<file path="src/rtl/tri_fill.sv">
// ---------------------------------------------------------------------------
// tri_fill: filled-triangle scanline generator.
//
// Sorts the three vertices by y (stable) and walks the long edge a->c together
// with the short edge a->b and then b->c, one row at a time. Each row becomes
// one horizontal span handed to the downstream horizontal-line drawer.
//
// Ports
//   clk, rst            clock, synchronous active-high reset
//   start               begin a triangle (sampled only when idle)
//   vx0..vy2            signed vertex coordinates, latched on start
//   line_done           one-tick done pulse from the line drawer
//   line_x0, line_x1    span left/right (line_x0 <= line_x1)
//   y                   row of the current span
//   line_start          one-tick span request to the line drawer
//   busy                triangle in progress
//   done                one-tick completion pulse
//
// Span handshake: line_start is high for exactly one cycle with line_x0,
// line_x1 and y valid; those outputs then stay frozen until the drawer
// answers with a one-cycle line_done. Only one span is ever outstanding, and
// line_done seen while no span is outstanding is ignored.
// ---------------------------------------------------------------------------
module tri_fill #(
    parameter int CORDW = 16
) (
    input  logic                    clk,
    input  logic                    rst,
    input  logic                    start,
    input  logic signed [CORDW-1:0] vx0,
    input  logic signed [CORDW-1:0] vy0,
    input  logic signed [CORDW-1:0] vx1,
    input  logic signed [CORDW-1:0] vy1,
    input  logic signed [CORDW-1:0] vx2,
    input  logic signed [CORDW-1:0] vy2,
    input  logic                    line_done,
    output logic signed [CORDW-1:0] line_x0,
    output logic signed [CORDW-1:0] line_x1,
    output logic signed [CORDW-1:0] y,
    output logic                    line_start,
    output logic                    busy,
    output logic                    done
);

    typedef enum logic [2:0] {
        IDLE  = 3'd0,
        SORT1 = 3'd1,
        SORT2 = 3'd2,
        INIT  = 3'd3,
        EMIT  = 3'd4,
        WAIT  = 3'd5,
        STEP  = 3'd6
    } state_t;

    localparam logic signed [CORDW-1:0] ONE = 1;

    state_t state;

    // Vertex registers; after SORT2 they hold a, b, c in y order.
    logic signed [CORDW-1:0] ax, ay, bx, by, cx, cy;

    // Long edge (a->c) walker.
    logic signed [CORDW-1:0] xl;
    logic        [CORDW-1:0] dxl, dyl;
    logic        [CORDW:0]   errl;
    logic                    negl;

    // Short edge walker: a->b first, reloaded with b->c after row yb.
    logic signed [CORDW-1:0] xs;
    logic        [CORDW-1:0] dxs, dys;
    logic        [CORDW:0]   errs;
    logic                    negs;

    // First STEP cycle adds |dx| to the error terms; later cycles take x steps.
    logic adding;

    function automatic logic [CORDW-1:0] mag(input logic signed [CORDW-1:0] d);
        return d[CORDW-1] ? -d : d;
    endfunction

    function automatic logic signed [CORDW-1:0] smin(input logic signed [CORDW-1:0] p,
                                                     input logic signed [CORDW-1:0] q);
        return (p < q) ? p : q;
    endfunction

    function automatic logic signed [CORDW-1:0] smax(input logic signed [CORDW-1:0] p,
                                                     input logic signed [CORDW-1:0] q);
        return (p > q) ? p : q;
    endfunction

    // Second sort cycle: compare-swap (b,c) then (a,b). Strict compares keep
    // equal-y vertices in input order.
    logic signed [CORDW-1:0] s_ax, s_ay, s_bx, s_by, s_cx, s_cy;
    logic signed [CORDW-1:0] t_bx, t_by;

    always_comb begin
        t_bx = bx;
        t_by = by;
        s_cx = cx;
        s_cy = cy;
        if (by > cy) begin
            t_bx = cx;
            t_by = cy;
            s_cx = bx;
            s_cy = by;
        end
        s_ax = ax;
        s_ay = ay;
        s_bx = t_bx;
        s_by = t_by;
        if (ay > t_by) begin
            s_ax = t_bx;
            s_ay = t_by;
            s_bx = ax;
            s_by = ay;
        end
    end

    // Span of the row about to be emitted. The walkers supply the long and
    // short edge x; xb joins at row yb (both short edges meet there, and it is
    // the far end of a flat a->b edge) and xc joins at row yc (the far end of
    // a flat b->c or a flat long edge). In INIT the walkers are not loaded yet,
    // so vertex a stands in for both.
    logic signed [CORDW-1:0] row_y, px, qx, span_lo, span_hi;

    always_comb begin
        if (state == INIT) begin
            row_y = ay;
            px    = ax;
            qx    = ax;
        end else begin
            row_y = y;
            px    = xl;
            qx    = xs;
        end
        span_lo = smin(px, qx);
        span_hi = smax(px, qx);
        if (row_y == by) begin
            span_lo = smin(span_lo, bx);
            span_hi = smax(span_hi, bx);
        end
        if (row_y == cy) begin
            span_lo = smin(span_lo, cx);
            span_hi = smax(span_hi, cx);
        end
    end

    // A zero-height edge never steps; guarding dy != 0 keeps the loop finite.
    logic step_l, step_s;
    assign step_l = (dyl != '0) && (errl >= {1'b0, dyl});
    assign step_s = (dys != '0) && (errs >= {1'b0, dys});

    always_ff @(posedge clk) begin
        if (rst) begin
            state      <= IDLE;
            line_start <= 1'b0;
            busy       <= 1'b0;
            done       <= 1'b0;
            adding     <= 1'b0;
        end else begin
            done <= 1'b0;
            case (state)
                IDLE: begin
                    if (start) begin
                        ax    <= vx0;
                        ay    <= vy0;
                        bx    <= vx1;
                        by    <= vy1;
                        cx    <= vx2;
                        cy    <= vy2;
                        busy  <= 1'b1;
                        state <= SORT1;
                    end
                end
                SORT1: begin
                    if (ay > by) begin
                        ax <= bx;
                        ay <= by;
                        bx <= ax;
                        by <= ay;
                    end
                    state <= SORT2;
                end
                SORT2: begin
                    ax    <= s_ax;
                    ay    <= s_ay;
                    bx    <= s_bx;
                    by    <= s_by;
                    cx    <= s_cx;
                    cy    <= s_cy;
                    state <= INIT;
                end
                INIT: begin
                    xl         <= ax;
                    dxl        <= mag(cx - ax);
                    negl       <= (cx < ax);
                    dyl        <= cy - ay;
                    errl       <= '0;
                    xs         <= ax;
                    dxs        <= mag(bx - ax);
                    negs       <= (bx < ax);
                    dys        <= by - ay;
                    errs       <= '0;
                    y          <= ay;
                    line_x0    <= span_lo;
                    line_x1    <= span_hi;
                    line_start <= 1'b1;
                    state      <= EMIT;
                end
                EMIT: begin
                    line_start <= 1'b0;
                    state      <= WAIT;
                end
                WAIT: begin
                    if (line_done) begin
                        if (y == cy) begin
                            busy  <= 1'b0;
                            done  <= 1'b1;
                            state <= IDLE;
                        end else begin
                            adding <= 1'b1;
                            state  <= STEP;
                        end
                    end
                end
                STEP: begin
                    if (adding) begin
                        adding <= 1'b0;
                        y      <= y + ONE;
                        errl   <= errl + {1'b0, dxl};
                        if (y == by) begin
                            // Leaving row yb: the short edge becomes b->c.
                            xs   <= bx;
                            dxs  <= mag(cx - bx);
                            negs <= (cx < bx);
                            dys  <= cy - by;
                            errs <= {1'b0, mag(cx - bx)};
                        end else begin
                            errs <= errs + {1'b0, dxs};
                        end
                    end else if (step_l || step_s) begin
                        if (step_l) begin
                            errl <= errl - {1'b0, dyl};
                            xl   <= negl ? xl - ONE : xl + ONE;
                        end
                        if (step_s) begin
                            errs <= errs - {1'b0, dys};
                            xs   <= negs ? xs - ONE : xs + ONE;
                        end
                    end else begin
                        line_x0    <= span_lo;
                        line_x1    <= span_hi;
                        line_start <= 1'b1;
                        state      <= EMIT;
                    end
                end
                default: state <= IDLE;
            endcase
        end
    end

endmodule

</file>
<file path="config.mk">
export PLATFORM = sky130hd
export DESIGN_NAME = tri_fill
export DESIGN_NICKNAME = d
export VERILOG_FILES = /design/src/rtl/tri_fill.sv
export SDC_FILE = /design/constraint.sdc
export NUM_CORES = 1
export LEC_CHECK = 0
export CAP_MARGIN = 20
export CELL_PAD_IN_SITES_DETAIL_PLACEMENT = 0
export CELL_PAD_IN_SITES_GLOBAL_PLACEMENT = 1
export CORE_UTILIZATION = 48
export CTS_CLUSTER_SIZE = 40
export DETAILED_ROUTE_END_ITERATION = 7
export PLACE_DENSITY = 0.86
export SLEW_MARGIN = 20
export SYNTH_ARGS = -nofsm -noshare
export SYNTH_HDL_FRONTEND = slang
export SYNTH_SLANG_ARGS = --single-unit
export TNS_END_PERCENT = 50
</file>
<file path="constraint.sdc">
create_clock -name clk -period 11 [get_ports clk]
set_input_delay 2.2 -clock clk [delete_from_list [all_inputs] [get_ports clk]]
set_output_delay 2.2 -clock clk [all_outputs]
set_load 0.02 [all_outputs]
</file>
Yosys cells after proc, flatten, opt, wreduce, memory -nomap -nowiden:

Index checks and enable logic that the tools add are counted.

* muxes and demuxes: 94
* order comparisons: 14
* equal/unequal tests: 27
* bitwise operators: 3
* reduce and logical (&&, ||, !) cells: 28
* add/subtract/negate cells: 18

Operators with widths (count)
* $mux W16: 51
* $pmux W16 S2: 9
* $pmux W16 S3: 4
* $mux W17: 7
* $gt A16 B16 Y1: 6
* $lt A16 B16 Y1: 6
* $sub A16 B16 Y16: 6
* $pmux W17 S2: 2
* $eq A16 B16 Y1: 4
* $add A16 B2 Y16 const B: 3
* $neg A16 Y16: 3
* $add A17 B16 Y17: 2
* $ge A17 B16 Y1: 2
* $sub A17 B16 Y17: 2
* $reduce_and A4 Y1: 8
* $reduce_bool A16 Y1: 2
* $sub A16 B2 Y16 const B: 2
* $ne A2 B2 Y1 const B: 13
* $pmux W3 S7: 1
* $mux W15: 1
* $mux W3: 5
* $reduce_and A5 Y1: 3
* $ne A3 B3 Y1 const B: 4
* $mux W1: 10
* 14 further kinds: 28

* input port bits: 100
* logic and storage cells: 209
* register bits: 283
* output and inout port bits: 51

Longest topological paths before layout:

Gate-level depths: netlist of the first run.

* depth in word-level cells: 13
* gate-level depth with buffers: 41
* mapped depth without buffers: 34

Worst setup path before layout of the first run:

Ideal clock, no wire load.

* path kind: register to register
* start: register state[1]
* end: register line_x1[10] (data pin)
* arrival: 9117 ps
* setup time: 260 ps
* buffers on the path: 7
* cell stages (with the launch flop): 41
* setup slack: 1623 ps
* required time: 10740 ps
* clock period less this slack: 9377 ps
* cells stage by stage: dfxtp_1 > buf_4 > nand3b_1 > buf_2 > clkbuf_1 > clkbuf_1 > nor2_1 > a21oi_1 > inv_1 > ha_1 > and4_1 > nand4_1 > a211oi_1 > and4bb_2 > xnor2_2 > nor2_1 > buf_2 > mux2i_1 > [... 5 more ...] > nor2b_1 > o21ai_0 > o211ai_1 > a21oi_1 > buf_2 > mux2_2 > ha_1 > a21o_1 > a21o_1 > a21o_1 > a21o_1 > a21o_1 > a21oi_1 > nand2_1 > or3_1 > a31oi_1 > clkbuf_1 > mux2_2

* word-level cells in the longest chain between the ends: 13
* elaborated cells on any way between the ends: 18
* classes of those cells: order compare (3); eq/ne (4); mux (11)

RTL lines
* from (decl): RTL line 57 `state_t state;`
* from (signal assigned): RTL line 155 `state <= IDLE;`
* from (signal assigned): RTL line 172 `state <= SORT1;`
* from (signal assigned): RTL line 182 `state <= SORT2;`
* $eq A3 B2 Y1 *: RTL line 127 `if (state == INIT) begin`
* $mux W16: RTL line 127
* $gt A16 B16 Y1: RTL line 88 `return (p > q) ? p : q;`
* $mux W16: RTL line 88
* $gt A16 B16 Y1: RTL line 88
* $mux W16: RTL line 88
* $mux W16: RTL line 138 `if (row_y == by) begin`
* $gt A16 B16 Y1: RTL line 88
* $mux W16: RTL line 88
* $mux W16 *: RTL line 142 `if (row_y == cy) begin`
* named net span_hi[10]: RTL line 124 `logic signed [CORDW-1:0] row_y, px, qx, span_lo, span_hi;`
* $mux W16: RTL line 241 `end else if (step_l || step_s) begin`
* $mux W16: RTL line 227 `if (adding) begin`
* $pmux W16 S2 *: RTL line 162 `case (state)`
* to (signal assigned): RTL line 206 `line_x1 <= span_hi;`
* to (signal assigned): RTL line 252 `line_x1 <= span_hi;`
* to (decl): RTL line 38 `output logic signed [CORDW-1:0] line_x1,`

The timed path passes the listed nets; every way through them passes the cells marked *. The select of a mux whose other input is x is not followed.
A chain may end at the register's enable or synchronous reset.

Worst setup path in the final report of the first run:

* start: register state[2]
* end: register line_x0[0] (data pin)

* word-level cells in the longest chain between the ends: 13
* elaborated cells on any way between the ends: 18
* classes of those cells: order compare (3); eq/ne (4); mux (11)

RTL lines
* $eq A3 B2 Y1 *: RTL line 127
* $mux W16: RTL line 127
* $lt A16 B16 Y1: RTL line 83 `return (p < q) ? p : q;`
* $mux W16: RTL line 83
* $lt A16 B16 Y1: RTL line 83
* $mux W16: RTL line 83
* $mux W16: RTL line 138
* $lt A16 B16 Y1: RTL line 83
* $mux W16: RTL line 83
* $mux W16 *: RTL line 142
* named net span_lo[0]: RTL line 124
* $mux W16: RTL line 241
* $mux W16: RTL line 227
* $pmux W16 S2 *: RTL line 162
* to (signal assigned): RTL line 205 `line_x0 <= span_lo;`
* to (signal assigned): RTL line 251 `line_x0 <= span_lo;`
* to (decl): RTL line 37 `output logic signed [CORDW-1:0] line_x0,`

Marked as above.

==> impl_metrics.csv, run 1 <==
group,metric,value,unit
run_status,status,"finished, violations left",
run_status,violations,"design-rule violations",
logic_synthesis,yosysMostFrequentCell,"ha_1",
drt,antenna_left,0,
floorplan,fp.dieW,235,µm
critical_path,cpMostUsedCell,"buf_4",
power,clock_power_share,28.3,%
critical_path,max_stage_delay,0.85,ns
power,swShare,37.2,%
placed_design,hpwl,71000,µm
layout,multi_input_area,0.0165,mm²
sta,fin_hold_ws,0.557,ns
layout,regArea,0.00843,mm²
drt,first_iter_violations,2426,
sta,slew-limit-headroom,19.6,%
layout,post-route-cell-area,0.0298,mm²
floorplan,dieArea,0.0554,mm²
drt,wl,92100,µm
drt,firstDrtPassIters,8,
critical_path,cp_max_fo,24,
layout,antenna_cells,0,
logic_synthesis,synth-main-ff-cell,"edfxtp_1",
power,p_per_area,142,mW/mm²
global_route,grtUsageTotal,32.5,%
power,pwr-share-comb,38.1,%
sta,rsz0062_at_grt,"no",
power,power_frac_seq,33.6,%
layout,layout.cells.non_filler,3717,
placed_design,place_congestion,1.00,
logic_synthesis,synth_area_leader_cell,"edfxtp_1",
logic_synthesis,synth_area_leaders,"edfxtp_1, ha_1, a21oi_1, xnor2_1, mux2_2",
drt,viasPerCell,6.36,
power,internal-power,2.67,mW
critical_path,rrSetupSlack,1.55,ns
logic_synthesis,ys_ff_latch,283,
drt,wl_per_cell,24.8,µm
logic_synthesis,async_reset_ff_share,0,%
floorplan,die_h,235,µm
critical_path,crit_required,11.31,ns
clock_tree,cts_made_buffers,35,
layout,drive_above_1_share,7.98,%
critical_path,ff2ff_path_depth,32,
clock_tree,clockBufferDepth,3,
clock_tree,cts.clk_slew.worst_paths,0.06,ns
critical_path,cp-start-kind,"flip-flop",
clock_tree,ctsHoldBuffers,0,
sta,final-hold-violation-count,0,
layout,nets,3394,
sta,final.setup.tns,0,ns
clock_tree,clk_latency,0.56,ns
logic_synthesis,synth_cell_types,80,
global_route,grt_pass1_vias,22700,
run,maxCapViolCount,0,
sta,worst_pin_slew,1.20,ns
critical_path,setup.worst_path.end_class,"flip-flop",
min_path,min_path_cells,2,
placed_design,placement.io_buffers,150,
logic_synthesis,syn_nets,3244,
sta,maxSlewViolCount,0,
clock_tree,htree_levels,2,
logic_synthesis,netlist_instances,2847,
floorplan,io_pins,151,
clock_tree,root_buffer,"clkbuf_16",
critical_path,crit_arrival,9.77,ns
logic_synthesis,syn-cell-area,0.0261,mm²
logic_synthesis,synth_edf_count,276,
logic_synthesis,yosys-top-cells-count,"ha_1, edfxtp_1, inv_1",
sta,fmax,106,MHz
drt,vias,23600,
global_route,grt_max_degree,65,
logic_synthesis,yosysSeqAreaShare,32.2,%
min_path,hold_class,"flip-flop to flip-flop",
critical_path,critPathSlowestCell,"a221o_1",
sta,finClkSkew,0.0312,ns
sta,finalCriticalPeriod,9.45,ns
global_route,antenna_found_initial,2,
global_route,grt_overflow,0,
clock_tree,clkSinkCount,283,
power,p_leak,12.4,nW
floorplan,initial_utilization,48.6,%
logic_synthesis,yosys.area.top_type_share,31.7,%
global_route,grt_pass1_wl,137000,µm
power,ir_worst_vdd,0.108,mV
layout,area_growth,14.2,%
floorplan,row_count,85,
power,switchingPower,1.58,mW
sta,fin_crit_sh,86.0,%
placed_design,placed_cells_incl_taps,3654,
floorplan,core_area,0.0538,mm²
drt,drc_errors,6,
sta,finalSetupViolCount,0,
logic_synthesis,ys.warnings.count,0,
placed_design,place_area,0.0286,mm²
clock_tree,cts_tree,"built",
layout,fillers,4856,
clock_tree,cts_resized,0,
logic_synthesis,syn_avg_cell_area,9.18,µm²
critical_path,critPathKind,"flip-flop to flip-flop",
clock_tree,post_cts_buffers,0,
-- cell families (layout without fill, tap and decap cells) --
family	Yosys count	after routing	share of synthesized area [%]
AOI/OAI and AO/OA	784	784	19.4
and+or+nand+nor	741	741	13.9
buffers and inverters	343	517	5.06
adders and majority gates	297	297	14.6
DFF	283	283	32.2
xor gates and xnor gates	225	225	7.57
muxes	174	174	7.27
-- power groups by stage --
stage                     Sequential (mW)  Combinational, mW  Clock (mW)
after floorplan                      1.39               1.11           0
after global placement               1.44               1.54           0
after detailed placement             1.44               1.58           0
after CTS                            1.42               1.59        1.22
after global routing                 1.43               1.77        1.25
final                                1.43               1.62        1.20
-- critical path, delay by kind of cell (launching register included) --
kind	cells	cell delay, ns
and+or+nand+nor	5	0.80
AOI/OAI and AO/OA	14	4.13
DFF	1	0.65
xor gates and xnor gates	1	0.15
muxes	3	1.09
buffers and inverters	6	1.46
adders and majority gates	3	0.91
-- metrics by stage --
| stage | util [%] | total power [mW] | setup WS (ns) |
|---|---|---|---|
| 6_report | 55.5 | 4.25 | 1.55 |
| 5_1_grt | 55.5 | 4.44 | 1.10 |
| 4_1_cts | 55.3 | 4.22 | 1.69 |
| 3_5_place_dp | 53.2 | 3.02 | 1.76 |
| 3_3_place_gp | 53.2 | 2.98 | 2.03 |
| 2_1_floorplan | - | 2.50 | 1.62 |
-- layer usage --
metal	track usage [%]	routed length (µm)	vias to the layer above
met5	0	0	-
met4	13.7	3840	0
met3	5.70	8320	231
met2	50.3	40300	1168
met1	44.5	39600	11300
li1	-	-	10900
-- cells in the final DEF, fill, tap and decap left out, types with 35 or more instances in the layout --
cell type | netlist | routed
ha_1 | 285 | 285
edfxtp_1 | 276 | 276
inv_1 | 251 | 251
a21oi_1 | 217 | 213
nor2_1 | 210 | 208
o21ai_0 | 186 | 186
nand2_1 | 158 | 156
clkdlybuf4s50_1 | 0 | 150
xnor2_1 | 121 | 120
xor2_1 | 103 | 103
mux2_2 | 86 | 86
mux2i_1 | 78 | 78
nor3_1 | 66 | 63
a21o_1 | 56 | 56
nand3_1 | 53 | 53
buf_4 | 1 | 48
nor2b_1 | 45 | 45
o21a_1 | 37 | 37
a22oi_1 | 36 | 36
clkbuf_16 | 0 | 35
-- cell type report --
class | instances | area share, %
multi-input combinational | 2221 | 55.3
clock buffer | 44 | 3.08
sequential | 283 | 28.2
clock inverter | 17 | 0.759
tap | 696 | 2.92
timing repair buffer | 201 | 6.51
inverter | 255 | 3.21
-- final timing paths --
check | from | end
hold reg to reg | busy$_SDFFE_PP0P_ | busy$_SDFFE_PP0P_
hold / removal | busy$_SDFFE_PP0P_ | busy$_SDFFE_PP0P_
setup reg to reg | state[2]$_SDFFE_PP0P_ | line_x0[0]$_DFFE_PP_
setup / recovery | state[2]$_SDFFE_PP0P_ | line_x0[0]$_DFFE_PP_
-- flip-flops by register name, indices dropped and copies added (netlist names), 3 cells and up --
signal   flops
dys         16
by          16
y           16
ax          16
ay          16
dxs         16
bx          16
cy          16
errl        17
xl          16
line_x1     16
state        3
xs          16
cx          16
errs        17
dxl         16
dyl         16
line_x0     16
Power figures use the tool's default switching activity.
==> run 2, diff against run 1 <==
--- a/config.mk
+++ b/config.mk
@@ -5,13 +5,13 @@
 export SDC_FILE = /design/constraint.sdc
 export NUM_CORES = 1
 export LEC_CHECK = 0
-export CAP_MARGIN = 20
 export CELL_PAD_IN_SITES_DETAIL_PLACEMENT = 0
 export CELL_PAD_IN_SITES_GLOBAL_PLACEMENT = 1
 export CORE_UTILIZATION = 48
 export CTS_CLUSTER_SIZE = 40
 export DETAILED_ROUTE_END_ITERATION = 7
-export PLACE_DENSITY = 0.86
+export MAX_ROUTING_LAYER = met4
+export PLACE_DENSITY_LB_ADDON = 0.1
 export SLEW_MARGIN = 20
 export SYNTH_ARGS = -nofsm -noshare
 export SYNTH_HDL_FRONTEND = slang
==> run 2 against run 1 <==
- the run now ends clean
- flip-flop and latch count is the same
- clock skew increased by 0.00089 ns
- clock-buffer cell count is 1 lower
- clock power hardly changed
- critical path depth increased by 1
- power grew 0.57%
- global-route usage grew 2.3 points
- critical endpoint unchanged
==> impl_metrics.csv, run 2 (synthesis results as in run 1) <==
group,metric,value,unit
layout,largest_registers,"errl (17), errs (17)",
critical_path,critPathSlowestCell,"a221o_1",
sta,rsz0062_at_grt,"no",
run,maxCapViolCount,0,
min_path,holdPathEnd,"busy$_SDFFE_PP0P_",
layout,layout_commonest_cell,"ha_1",
sta,finClkSkew,0.0321,ns
sta,finalCriticalPeriod,9.36,ns
floorplan,io_pins,151,
sta,maxSlewViolCount,0,
drt,viasPerCell,6.34,
clock_tree,root_buffer,"clkbuf_16",
layout,nets,3403,
sta,final.setup.tns,0,ns
layout,regArea,0.00843,mm²
global_route,grtUsageTotal,34.7,%
clock_tree,clockBufferDepth,3,
drt,antenna_left,0,
layout,area_growth,14.4,%
layout,layout.cells.non_filler,3729,
drt,drc_errors,0,
global_route,grt_max_degree,65,
critical_path,ff2ff_path_depth,33,
critical_path,cp-start-kind,"flip-flop",
critical_path,cp_max_fo,25,
layout,antenna_cells,0,
layout,drive_above_1_share,8.31,%
sta,worst_pin_slew,1.05,ns
clock_tree,cts_resized,0,
floorplan,initial_utilization,48.6,%
sta,setup_ws,1.64,ns
run_status,status,"complete, no violations",
placed_design,placed_cells_incl_taps,3662,
power,p_per_area,143,mW/mm²
power,power,4.27,mW
placed_design,placement.io_buffers,150,
layout,multi_input_area,0.0165,mm²
min_path,min_path_cells,2,
placed_design,hpwl,73400,µm
critical_path,crit_arrival,9.68,ns
power,ir_worst_vdd,0.126,mV
drt,first_iter_violations,2317,
clock_tree,post_cts_buffers,0,
clock_tree,htree_levels,2,
placed_design,place_congestion,0.989,
critical_path,rr_startpoint,"state[2]$_SDFFE_PP0P_",
clock_tree,ctsHoldBuffers,0,
drt,wl_per_cell,25.5,µm
drt,vias,23600,
floorplan,fp.dieW,235,µm
clock_tree,cts.clk_slew.worst_paths,0.06,ns
clock_tree,clk_latency,0.57,ns
layout,final_util,55.6,%
clock_tree,clkSinkCount,283,
clock_tree,cts_made_buffers,37,
critical_path,crit_required,11.32,ns
sta,final-hold-violation-count,0,
critical_path,max_stage_delay,0.82,ns
sta,finalSetupViolCount,0,
power,p_leak,12.5,nW
min_path,hold_class,"flip-flop to flip-flop",
critical_path,cpMostUsedCell,"buf_4",
global_route,grt_pass1_wl,141000,µm
layout,fillers,4879,
critical_path,rr_endpoint,"line_x0[0]$_DFFE_PP_",
global_route,grt_overflow,0,
drt,wl,95000,µm
sta,slew-limit-headroom,29.8,%
floorplan,core_area,0.0538,mm²
sta,fmax,107,MHz
drt,firstDrtPassIters,7,
min_path,min_from,"busy$_SDFFE_PP0P_",
critical_path,critPathKind,"flip-flop to flip-flop",
floorplan,row_count,85,
floorplan,dieArea,0.0554,mm²
critical_path,setup.worst_path.end_class,"flip-flop",
sta,fin_crit_sh,85.1,%
floorplan,die_h,235,µm
global_route,grt_pass1_vias,22600,
layout,final_cell_mix,"ha_1, edfxtp_1, inv_1",
placed_design,dp_slack,1.83,ns
critical_path,rrSetupSlack,1.64,ns
clock_tree,cts_tree,"built",
global_route,antenna_found_initial,1,
## run 2: metrics by stage
step / instance area (µm²) / hold slack (ns)
3_5_place_dp: 28700 / 0.525
5_1_grt: 29900 / 0.585
3_3_place_gp: 28700 / 0.537
6_report: 29900 / 0.542
4_1_cts: 29900 / 0.542
2_1_floorplan: 26100 / 0.536
## run 2: worst max path at each step
stage | start | endpoint | depth (start not counted)
floorplan | state[1]$_SDFFE_PP0P_ | line_x1[10]$_DFFE_PP_ | 40
global placement | state[2]$_SDFFE_PP0P_ | line_x0[2]$_DFFE_PP_ | 33
detailed placement | state[2]$_SDFFE_PP0P_ | line_x0[1]$_DFFE_PP_ | 33
CTS | state[2]$_SDFFE_PP0P_ | line_x0[0]$_DFFE_PP_ | 33
global route | state[2]$_SDFFE_PP0P_ | line_x0[4]$_DFFE_PP_ | 33
finish | state[2]$_SDFFE_PP0P_ | line_x0[0]$_DFFE_PP_ | 33
## run 2: where the power goes
part,switching (mW),internal (mW)
logic,0.988,0.648
registers,0.106,1.31
clock network,0.505,0.714
## run 2: layer usage
| metal | part of all wire, % | up-vias | global-route usage (%) |
|---|---|---|---|
| met3 | 8.6 | 211 | 4.83 |
| met2 | 43 | 1127 | 51.4 |
| met4 | 4.0 | 0 | 12.6 |
| met5 | 0 | - | - |
| met1 | 44 | 11400 | 48.3 |
| li1 | - | 10900 | - |
## run 2: area by class of cell
class / instances / area share, %
inverters: 255 / 3.20
well taps: 696 / 2.91
clock buffers: 43 / 3.17
repair buffers: 208 / 6.57
flip-flops and latches: 283 / 28.2
clock inverters: 23 / 0.766
multi-input cells: 2221 / 55.2
## run 2: worst max-delay path: cells and delay by family (launching register included)
| family | cells | cell delay, ns |
|---|---|---|
| muxes | 3 | 1.10 |
| AOI/OAI and AO/OA | 14 | 4.13 |
| adders and majority gates | 3 | 0.78 |
| and+or+nand+nor | 6 | 0.94 |
| DFF | 1 | 0.65 |
| xor gates and xnor gates | 1 | 0.11 |
| buffers and inverters | 6 | 1.37 |
